<file path="src/rtl/cpu_pkg.sv">
// Shared widths, index/data types and ALU opcode encodings for the 4-bit CPU.
package cpu_pkg;

    localparam int DATA_W   = 4;
    localparam int NUM_REGS = 4;
    localparam int IDX_W    = 2;

    typedef logic [DATA_W-1:0] data_t;
    typedef logic [IDX_W-1:0]  idx_t;
    typedef logic [1:0]        alu_op_t;

    localparam alu_op_t ALU_ADD  = 2'b00;
    localparam alu_op_t ALU_NAND = 2'b01;
    localparam alu_op_t ALU_NOOP = 2'b10;
    localparam alu_op_t ALU_SHL  = 2'b11;

endpackage

</file>
<file path="src/rtl/cpu_datapath_if.sv">
// Control-unit <-> datapath bus: selects, immediate, write control and register/flag observation.
// C and Z exist only when DATAPATH_FLAGS_EN is defined.
interface cpu_datapath_if;
    import cpu_pkg::*;

    idx_t    SEL_A;
    idx_t    SEL_B;
    idx_t    SEL_W;
    data_t   IMM;
    logic    sel_data;
    logic    write_en;
    alu_op_t alu_op;
    data_t   R0;
    data_t   R1;
    data_t   R2;
    data_t   R3;
`ifdef DATAPATH_FLAGS_EN
    logic    C;
    logic    Z;
`endif

    modport master (
        output SEL_A, SEL_B, SEL_W, IMM, sel_data, write_en, alu_op,
        input  R0, R1, R2, R3
`ifdef DATAPATH_FLAGS_EN
        , input C, Z
`endif
    );

    modport slave (
        input  SEL_A, SEL_B, SEL_W, IMM, sel_data, write_en, alu_op,
        output R0, R1, R2, R3
`ifdef DATAPATH_FLAGS_EN
        , output C, Z
`endif
    );

endinterface

</file>
<file path="src/rtl/cpu_alu.sv">
// Combinational 4-bit ALU: ADD, NAND, pass-through of A, and shift-left by one.
module cpu_alu
    import cpu_pkg::*;
(
    input  data_t   i_a,
    input  data_t   i_b,
    input  alu_op_t i_op,
    output data_t   o_result,
    output logic    o_carry
);

    logic [DATA_W:0] w_sum;

    assign w_sum = {1'b0, i_a} + {1'b0, i_b};

    always_comb begin
        o_result = i_a;
        o_carry  = 1'b0;
        case (i_op)
            ALU_ADD: begin
                o_result = w_sum[DATA_W-1:0];
                o_carry  = w_sum[DATA_W];
            end
            ALU_NAND: o_result = ~(i_a & i_b);
            ALU_NOOP: o_result = i_a;
            ALU_SHL: begin
                o_result = {i_a[DATA_W-2:0], 1'b0};
                o_carry  = i_a[DATA_W-1];
            end
        endcase
    end

endmodule

</file>
<file path="src/rtl/cpu_datapath.sv">
// Four-entry register file, write-data mux and ALU of the 4-bit CPU.
// Optional registered C/Z flags are built when DATAPATH_FLAGS_EN is defined.
module cpu_datapath
    import cpu_pkg::*;
(
    input  logic        clk,
    input  logic        rst_n,
    cpu_datapath_if.slave bus
);

    data_t r_regs [NUM_REGS];
    data_t w_op_a;
    data_t w_op_b;
    data_t w_alu_result;
    logic  w_alu_carry;
    data_t w_wdata;

    assign w_op_a  = r_regs[bus.SEL_A];
    assign w_op_b  = r_regs[bus.SEL_B];
    assign w_wdata = bus.sel_data ? bus.IMM : w_alu_result;

    cpu_alu u_alu (
        .i_a      (w_op_a),
        .i_b      (w_op_b),
        .i_op     (bus.alu_op),
        .o_result (w_alu_result),
        .o_carry  (w_alu_carry)
    );

    // Operands are read before the edge, so a register may be both source and destination.
    always_ff @(posedge clk or negedge rst_n) begin
        if (!rst_n) begin
            for (int i = 0; i < NUM_REGS; i++) begin
                r_regs[i] <= '0;
            end
        end else if (bus.write_en) begin
            r_regs[bus.SEL_W] <= w_wdata;
        end
    end

    assign bus.R0 = r_regs[0];
    assign bus.R1 = r_regs[1];
    assign bus.R2 = r_regs[2];
    assign bus.R3 = r_regs[3];

`ifdef DATAPATH_FLAGS_EN
    logic r_c;
    logic r_z;

    // Flags track ALU writes only; immediate loads and idle cycles leave them alone.
    always_ff @(posedge clk or negedge rst_n) begin
        if (!rst_n) begin
            r_c <= 1'b0;
            r_z <= 1'b0;
        end else if (bus.write_en && !bus.sel_data) begin
            r_c <= w_alu_carry;
            r_z <= (w_alu_result == '0);
        end
    end

    assign bus.C = r_c;
    assign bus.Z = r_z;
`else
    logic w_unused_carry;
    assign w_unused_carry = w_alu_carry;
`endif

endmodule

</file>
<file path="src/flat_wrapper.sv">
// flat-port wrapper written by rule: the top's interface ports become plain ports
module cpu_datapath_flat import cpu_pkg::*;
  (clk, rst_n, bus_SEL_A, bus_SEL_B, bus_SEL_W, bus_IMM, bus_sel_data, bus_write_en, bus_alu_op, bus_R0, bus_R1, bus_R2, bus_R3);
  cpu_datapath_if bus_i ();
  input  logic clk;
  input  logic rst_n;
  input wire logic [$bits(bus_i.SEL_A)-1:0] bus_SEL_A;
  input wire logic [$bits(bus_i.SEL_B)-1:0] bus_SEL_B;
  input wire logic [$bits(bus_i.SEL_W)-1:0] bus_SEL_W;
  input wire logic [$bits(bus_i.IMM)-1:0] bus_IMM;
  input wire logic [$bits(bus_i.sel_data)-1:0] bus_sel_data;
  input wire logic [$bits(bus_i.write_en)-1:0] bus_write_en;
  input wire logic [$bits(bus_i.alu_op)-1:0] bus_alu_op;
  output wire logic [$bits(bus_i.R0)-1:0] bus_R0;
  output wire logic [$bits(bus_i.R1)-1:0] bus_R1;
  output wire logic [$bits(bus_i.R2)-1:0] bus_R2;
  output wire logic [$bits(bus_i.R3)-1:0] bus_R3;
  assign bus_i.SEL_A = bus_SEL_A;
  assign bus_i.SEL_B = bus_SEL_B;
  assign bus_i.SEL_W = bus_SEL_W;
  assign bus_i.IMM = bus_IMM;
  assign bus_i.sel_data = bus_sel_data;
  assign bus_i.write_en = bus_write_en;
  assign bus_i.alu_op = bus_alu_op;
  assign bus_R0 = bus_i.R0;
  assign bus_R1 = bus_i.R1;
  assign bus_R2 = bus_i.R2;
  assign bus_R3 = bus_i.R3;
  cpu_datapath u_core (.clk(clk), .rst_n(rst_n), .bus(bus_i));
endmodule
</file>
<file path="config.mk">
export PLATFORM = sky130hd
export DESIGN_NAME = cpu_datapath_flat
export DESIGN_NICKNAME = d
export VERILOG_FILES = /design/src/rtl/cpu_pkg.sv /design/src/rtl/cpu_datapath_if.sv /design/src/rtl/cpu_alu.sv /design/src/rtl/cpu_datapath.sv /design/src/flat_wrapper.sv
export SDC_FILE = /design/constraint.sdc
export NUM_CORES = 1
export LEC_CHECK = 0
export ABC_CLOCK_PERIOD_IN_PS = 3980
export BUFFER_PORTS_ARGS = -buffer_cell sky130_fd_sc_hd__buf_2
export CAP_MARGIN = 20
export CELL_PAD_IN_SITES_DETAIL_PLACEMENT = 1
export CELL_PAD_IN_SITES_GLOBAL_PLACEMENT = 2
export CORE_ASPECT_RATIO = 1.5
export CORE_MARGIN = 2
export CORE_UTILIZATION = 34
export DETAILED_ROUTE_END_ITERATION = 7
export PLACE_DENSITY = 0.95
export SYNTH_ARGS = -nofsm -noshare
export SYNTH_HDL_FRONTEND = slang
export SYNTH_SLANG_ARGS = --single-unit
export TNS_END_PERCENT = 1
</file>
<file path="constraint.sdc">
create_clock -name clk -period 3.98 [get_ports clk]
set_input_delay 0.398 -clock clk [delete_from_list [all_inputs] [get_ports clk]]
set_output_delay 0.398 -clock clk [all_outputs]
set_load 0.02 [all_outputs]
</file>
==> results of run 1 <==
-- metal layers --
layer	GRT usage (%)	vias up	wire [um]
met3	1.751	7	122
met4	10.26	0	88
met1	24.06	568	1370
li1	-	529	-
met2	37.88	31	2090
met5	0	-	0
-- synthesized netlist by cell type --
| cell | count | area (um2) |
|---|---|---|
| o21ai_0 | 12 | 60.06 |
| o22ai_1 | 3 | 18.77 |
| a32oi_2 | 1 | 16.27 |
| nor2_1 | 9 | 33.78 |
| dfrtp_1 | 16 | 400.4 |
| nand3b_1 | 2 | 15.01 |
| o31ai_2 | 1 | 12.51 |
| mux4_2 | 5 | 112.6 |
| o21a_1 | 2 | 15.01 |
| or3b_2 | 1 | 8.760 |
| inv_1 | 1 | 3.750 |
| nand3_1 | 2 | 10.01 |
| a31oi_1 | 4 | 25.02 |
| nor3b_1 | 1 | 7.510 |
| mux4_1 | 1 | 26.28 |
| o221ai_1 | 1 | 8.760 |
| nand2_1 | 10 | 37.54 |
| nand2b_1 | 9 | 56.30 |
| o221a_2 | 1 | 11.26 |
| ha_1 | 5 | 62.56 |
| o21ai_1 | 2 | 10.01 |
| buf_2 | 2 | 10.01 |
| a211oi_1 | 1 | 7.510 |
| xnor2_1 | 2 | 17.52 |
| mux2i_1 | 14 | 140.1 |
| clkbuf_1 | 2 | 7.510 |
| or3_1 | 1 | 6.260 |
| a21oi_1 | 9 | 45.04 |
| and3_1 | 1 | 6.260 |
| buf_6 | 1 | 11.26 |
-- flip-flops by register name, summed over array words and instances (netlist names) --
register       flops
u_core.bus.R1      4
u_core.bus.R2      4
u_core.bus.R0      4
u_core.bus.R3      4
-- worst reg2reg max path, cell delays in order (launching register included) --
cell,delay (ps)
dfrtp_1,440
mux4_2,510
ha_1,360
a21oi_1,200
xnor2_1,80
a211oi_1,520
o21ai_0,190
-- stage by stage --
stage | utilization [%] | total power, uW | hold WS (ps)
floorplan | - | 444.4 | 102.4
global placement | 40.87 | 532.2 | 321.5
global route | 42.49 | 739.9 | 66.91
finish | 42.49 | 696.2 | 42.10
CTS | 42.49 | 702.9 | 47.54
detailed placement | 40.87 | 551.4 | 330.8
-- cells by family (layout without fill, tap and decap cells) --
family / count (synthesis) / count (layout)
muxes: 20 / 20
buffers and inverters: 6 / 36
xor gates and xnor gates: 2 / 2
AOI/OAI and AO/OA: 37 / 37
DFF: 16 / 16
adders and majority gates: 5 / 5
and+or+nand+nor: 36 / 36
-- power by group through the flow --
stage / Clock [uW] / Sequential [uW] / Combinational (uW)
finish: 148 / 245 / 303
global route: 154 / 253 / 334
CTS: 151 / 245 / 306
detailed placement: 0 / 248 / 304
global placement: 0 / 243 / 289
floorplan: 0 / 279 / 165
-- worst max-delay path by stage --
stage / slack [ps] / endpoint / from
floorplan: 1830 / u_core.bus.R0[2]$_DFFE_PN0P_ / bus_SEL_A[0]
global placement: 1460 / u_core.bus.R1[2]$_DFFE_PN0P_ / bus_SEL_A[0]
detailed placement: 1360 / u_core.bus.R3[2]$_DFFE_PN0P_ / bus_SEL_A[0]
CTS: 1530 / u_core.bus.R3[2]$_DFFE_PN0P_ / u_core.bus.R3[1]$_DFFE_PN0P_
global route: 1290 / u_core.bus.R3[2]$_DFFE_PN0P_ / u_core.bus.R3[1]$_DFFE_PN0P_
finish: 1530 / u_core.bus.R3[2]$_DFFE_PN0P_ / u_core.bus.R3[1]$_DFFE_PN0P_
-- layout by cell type (no fill, tap or decap) --
cell type / instances
o22ai_1: 3
nand3_1: 2
o221ai_1: 1
inv_1: 1
and3_1: 1
dfrtp_1: 16
nor2_1: 9
a31oi_1: 4
nor3b_1: 1
mux4_2: 5
a211oi_1: 1
a21oi_1: 9
ha_1: 5
xnor2_1: 2
o221a_2: 1
nand2b_1: 9
nand2_1: 10
o21a_1: 2
or3b_2: 1
mux2i_1: 14
clkbuf_8: 4
buf_2: 31
or3_1: 1
o21ai_0: 12
o21ai_1: 2
a32oi_2: 1
mux4_1: 1
o31ai_2: 1
nand3b_1: 2
-- area by class of cell --
cell class,count,share of cell area [%]
clock buffers,4,3.829
repair buffers,31,10.79
multi-input cells,100,53.61
well taps,42,3.655
inverters,1,0.2611
flip-flops and latches,16,27.85
==> impl_results.md, run 1 <==
* DRC at 0
* Cts bufs inserted at 3
* Syn Std Cell Area at approximately 1200 um2
* Die Height at 76.87 um
* Worst path arrival time at 2570 ps
* Flop-to-flop setup slack at around 1500 ps
* DIE AREA at 4042 um2
* Sequential cell area fraction in the yosys report at between 30% and 40%
* XOR/XNOR Fraction of Synth Area at between 1 and 1.5%
* Min-delay worst type: input pin to asynchronous set/reset pin
* Synth warn at 0
* Final worst slack at 1528 ps
* RSZ-0062 raised after global routing: no
* Crit path depth at 6
* P_int at around 420 uW
* Reg power frac at 35.3%
* Fillers at 413
* Largest family of logic cells by synthesized area: multiplexers
* Placed insts at 190
* Maximum vdd ir drop at ~320 uV
* CP max-delay cell: a211oi_1
* Syn_area_per_cell at 9.866 um2
* Largest net degree at the start of global routing at 17
* Mux contribution to synthesized area at a little under a quarter
* Number of global-route vias before repair at 1262
* Fin crit share at 61.61%
* Worst-path fanout max at 5
* Simple-gate portion of the synthesized area at roughly 15%
* Synth Instances at 122
* First-pass GRT wire length at about 6300 um
* Switch Pwr at between 200 and 300 uW
* Slew @ Worst Pin at 570.3 ps
* Starting DRC count in detailed routing at 29
* Max stage delay on crit path at approximately 520 ps
* Final WL at between 3000 and 4000 um
* WP buf/inv at 0
* Final Hold Viols at 0
* Port Buffer Count at 31
* Die W at ~53 um
* R2R Path Start: u_core.bus.R3[1]$_DFFE_PN0P_
* Initial DRT Pass Iterations at 4
* Post-route ant nets at 0
* N_diodes at 0
* Critical path type: register to register
* Clk_skew at approximately 2.5 ps
* Worst-Skew Late Latency at around 260 ps
* Initial Util at a little over a third
* DR vias/cell at 5.851
* Critical path cell sequence: mux4_2 -> ha_1 -> a21oi_1 -> xnor2_1 -> a211oi_1 -> o21ai_0
* Placer Congestion at ~0.85
* Pwr dens at 484.3 nW/um2
* Area grow syn2layout at 19.44%
* Clock sink total at 16
* Synthesized-area fraction occupied by adder cells at between 5 and 6%
* Synth cell types at 30
* Root Buffer: clkbuf_8
* CTS clk-pin slew, worst paths at 60 ps
* Fin Setup TNS at 0 ps
* Worst r2r path cells at 6
* Maxcap violations at 0
* Post-layout minimum cycle time at about 2500 ps
* Worst setup EP type: register
* Status: completed
* Pre-CTS setup slack at 1363 ps
* # hold bufs at CTS at 0
* FF-to-FF End: u_core.bus.R3[2]$_DFFE_PN0P_
* Core area at between 3000 and 4000 um2
* FMAX at 407.8 MHz
* Initial antenna violation count at 0
* Post-layout net count at approximately 170
* Worst Path Required at slightly above 4000 ps
* Placed wire-length estimate at 2983 um
* Top delay family on crit path: compound AO/OA/AOI/OAI gates
* Post_cts resized at 0
* Register bit count reported by yosys at 16
* I/O pin count at 32
* Slew Viols, Final at 0
* Overall Global Routing Usage at a little over a fifth
* Non-Filler Instances at a little under 200
* Vias at 1135
* Max clock buf depth at 2
* Area after DPL at around 1400 um2
* Register area at 400.4 um2
* Sw frac at approximately two fifths
* H-tree levels at 1
* Syn_nets at ~140
* Clock share of power at about a fifth
* # setup viols final at 0
* Synth Area in Compound Gates at around a fifth
* Layout cells sized above 1 at roughly 29%
* FP Rows at 26
* Multi-input gate area at approximately 770 um2
* Total gr overflow at 0
* Relative slew margins at 61.75%
* Post-CTS Setup Inserts at 0
* Startpoint Class: register
* Routed len/inst at ~19 um
* Static leakage at approximately 0.00067 uW
* CTS tree: yes
* Comb power frac at 43.5%
* Finished layout cell area at between 1000 and 1500 um2
Note: power is estimated with default switching activity, not from simulation.
==> run 2, diff against run 1 <==
- ABC_AREA: default -> 1
- ABC_CLOCK_PERIOD_IN_PS: 3980 -> 2300
- CORE_UTILIZATION: 34 -> 29
- PLACE_DENSITY: 0.95 -> 0.91
- clock period: 3.98 -> 2.3 ns (I/O delays scaled with it)
==> impl_results.md, run 2 <==
* Port Buffer Count at 31 (unchanged)
* Number of global-route vias before repair at 1452 (+15%)
* CTS clk-pin slew, worst paths at 70 ps (about the same)
* R2R Path Start: u_core.bus.R1[1]$_DFFE_PN0P_
* Post-synth ARST share at 100.0% (unchanged)
* Worst Path Required at 2440 ps (-1650 ps)
* Maxcap violations at 0 (unchanged)
* Cts bufs inserted at 3 (unchanged)
* Relative slew margins at 75.11% (+13 points)
* Die Height at 86.83 um (+13%)
* Root Buffer: clkbuf_8
* CP max-delay cell: dfrtp_1
* First-pass GRT wire length at 7258 um (+15%)
* Sequential cell area fraction in the yosys report at 30.19% (-3.1 points)
* Static leakage at 0.0008587 uW (+29%)
* Total gr overflow at 0 (unchanged)
* Post-synth top area share at 30.19% (-3.1 points)
* WP buf/inv at 1 (+1)
* Hold Crit Start: bus_SEL_W[1]
* Worst setup EP type: register
* Worst-path fanout max at 4 (-1)
* Commonest cells after routing, fill and taps aside: 57 x nand2_1, 31 x buf_2, 23 x nand3_1
* Final WL at 4376 um (+19%)
* Critical path type: register to register
* Syn Std Cell Area at 1326 um2 (+10%)
* RSZ-0062 raised after global routing: no
* Post-route ant nets at 0 (unchanged)
* DR vias/cell at 5.055 (-14%)
* Status: completed
* Commonest non-fill, non-tap cell in the layout: nand2_1
* Clk_skew at 7.889 ps (+5.427 ps)
* Main synth FF type: dfrtp_1
* Slew @ Worst Pin at 373.4 ps (-196.9 ps)
* Area after DPL at 1526 um2 (+10%)
* Fin Setup TNS at 0 ps (unchanged)
* Post-layout net count at 246 (+41%)
* CP startpoint: u_core.bus.R1[1]$_DFFE_PN0P_
* Vias at 1375 (+21%)
* Die W at 59.22 um (+13%)
* Starting DRC count in detailed routing at 17 (-41%)
* Startpoint Class: register
* Synth warn at 0 (unchanged)
* Top delay family on crit path: simple AND/OR/NAND/NOR gates
* Commonest cells in the netlist: 57 x nand2_1, 23 x nand3_1, 16 x dfrtp_1, 16 x nor2_1, 15 x inv_1
* Max stage delay on crit path at 430 ps (-90 ps)
* Worst path arrival time at 2080 ps (-490 ps)
* CTS tree: yes
* I/O pin count at 32 (unchanged)
* Maximum vdd ir drop at 397.1 uV (+22%)
* Slew Viols, Final at 0 (unchanged)
* DRC at 0 (unchanged)
* Initial Util at 29.69% (-5.9 points)
* Register bit count reported by yosys at 16 (unchanged)
* Initial DRT Pass Iterations at 4 (unchanged)
* Routed len/inst at 16.09 um (-15%)
* Synth cell types at 24 (-20%)
* Layout cells sized above 1 at 32.14% (+3.2 points)
* Synth Instances at 190 (+56%)
* Max clock buf depth at 2 (unchanged)
* EDFF count, synth at 0 (unchanged)
* Largest net degree at the start of global routing at 17 (unchanged)
* Core area at 4467 um2 (+32%)
* Pwr dens at 717.1 nW/um2 (+48%)
* # setup viols final at 0 (unchanged)
* N_diodes at 0 (unchanged)
* H-tree levels at 1 (unchanged)
* Final Util at 35.63% (-6.9 points)
* Syn_area_per_cell at 6.980 um2 (-29%)
* Syn_nets at 211 (+48%)
* Top cells by area, synth: dfrtp_1 30%, nand2_1 16%, nand3_1 8.7%
* Worst-Skew Late Latency at 250 ps (about the same)
* Area grow syn2layout at 20.00%
* Min-delay worst type: input pin to register
* Post_cts resized at 0 (unchanged)
* Area leader, netlist: dfrtp_1
* Placer Congestion at 0.8510 (+0.57%)
* Post-layout minimum cycle time at 1939 ps (-513.2 ps)
* Clock sink total at 16 (unchanged)
* FP Rows at 30 (+15%)
* Fin crit share at 84.29% (+23 points)
* Initial antenna violation count at 0 (unchanged)
* FMAX at 515.8 MHz (+26%)
* Most frequent cell on the critical path: nand2_1
* Overall Global Routing Usage at 19.00% (-2.2 points)
* Final Hold Viols at 0 (unchanged)
* Finished layout cell area at 1592 um2 (+11%)
* Placed wire-length estimate at 3733 um (+25%)
* DIE AREA at 5141 um2 (+27%)
* Count leader, synth: nand2_1
* Critical path cell sequence: nand2_1 -> nand3_2 -> nand2_2 -> inv_1 -> ha_1 -> a21oi_1 -> nand2_1 -> nand2_1 -> nor2_1 -> nor2_1 -> nand2_2 -> nand3_1 -> nand2_1
[run 2: cell count changes after synthesis, moves of 6 or more]
cell	delta
nand2_1	+47
nand3_1	+21
inv_1	+14
mux2i_1	-14
nand2_2	+12
nand2b_1	-9
nor2_1	+7
a21oi_1	-6
[run 2: worst register-to-register path, stage by stage, from the launching register on]
cell	delay, ps
dfrtp_1	430
nand2_1	90
nand3_2	100
nand2_2	100
inv_1	50
ha_1	330
a21oi_1	190
nand2_1	70
nand2_1	60
nor2_1	40
nor2_1	110
nand2_2	100
nand3_1	100
nand2_1	60
[run 2: repair_timing]
action / 4_1_cts / 5_1_grt
hold endpoints to repair: 16 / 0
setup buffers: 0 / 0
endpoints found under the setup margin: 0 / 0
hold buffers: 1 / 0
[run 2: cell type report]
class | count | area [um2]
Multi-Input combinational cell | 151 | 824.5
Sequential cell | 16 | 400.4
Inverter | 21 | 86.33
Tap cell | 48 | 60.06
Timing Repair Buffer | 32 | 165.2
Fill cell | 578 | 2875
Clock buffer | 4 | 55.05
[run 2: cell families (layout without fill, tap and decap cells)]
family / count (synthesis) / after routing / share of synthesized area, %
AOI/OAI and AO/OA: 18 / 18 / 8.206
xor gates and xnor gates: 1 / 1 / 0.6605
and+or+nand+nor: 127 / 127 / 48.59
adders and majority gates: 5 / 5 / 4.717
buffers and inverters: 23 / 57 / 7.641
DFF: 16 / 16 / 30.19
[run 2: worst paths after layout]
check | slack [ps] | endpoint | cells past startpoint
setup / recovery | 360 | u_core.bus.R3[2]$_DFFE_PN0P_ | 13
hold / removal | 350 | u_core.bus.R1[1]$_DFFE_PN0P_ | 4
setup reg to reg | 360 | u_core.bus.R3[2]$_DFFE_PN0P_ | 13
hold reg to reg | 570 | u_core.bus.R0[3]$_DFFE_PN0P_ | 2
max in group asynchronous | 1600 | u_core.bus.R2[0]$_DFFE_PN0P_ | 2
min in group asynchronous | 420 | u_core.bus.R0[1]$_DFFE_PN0P_ | 2
[run 2: metrics by stage]
stage	power [uW]	hold slack [ps]	instances	setup WS (ps)
floorplan	714.2	-65.59	190	479.0
global placement	890.0	163.1	267	358.8
detailed placement	898.1	165.1	267	311.0
CTS	1152	348.2	272	347.1
global route	1216	371.9	272	156.8
finish	1141	347.7	272	361.3
[run 2: where the power goes]
part,internal (uW),leakage [uW],switching [uW]
Clock,152,0.0000288,99.6
Combinational,169,0.000631,298
Sequential,337,0.000199,86.2
[run 2: routing by layer]
metal / GRT usage [%] / share of wire (%) / wire, um / vias to the layer above
met1: 20.44 / 36 / 1597 / 662
met3: 1.045 / 2.0 / 87 / 10
met4: 9.091 / 3.2 / 141 / 0
met5: 0 / 0 / 0 / -
li1: - / - / - / 677
met2: 35.96 / 58 / 2549 / 26
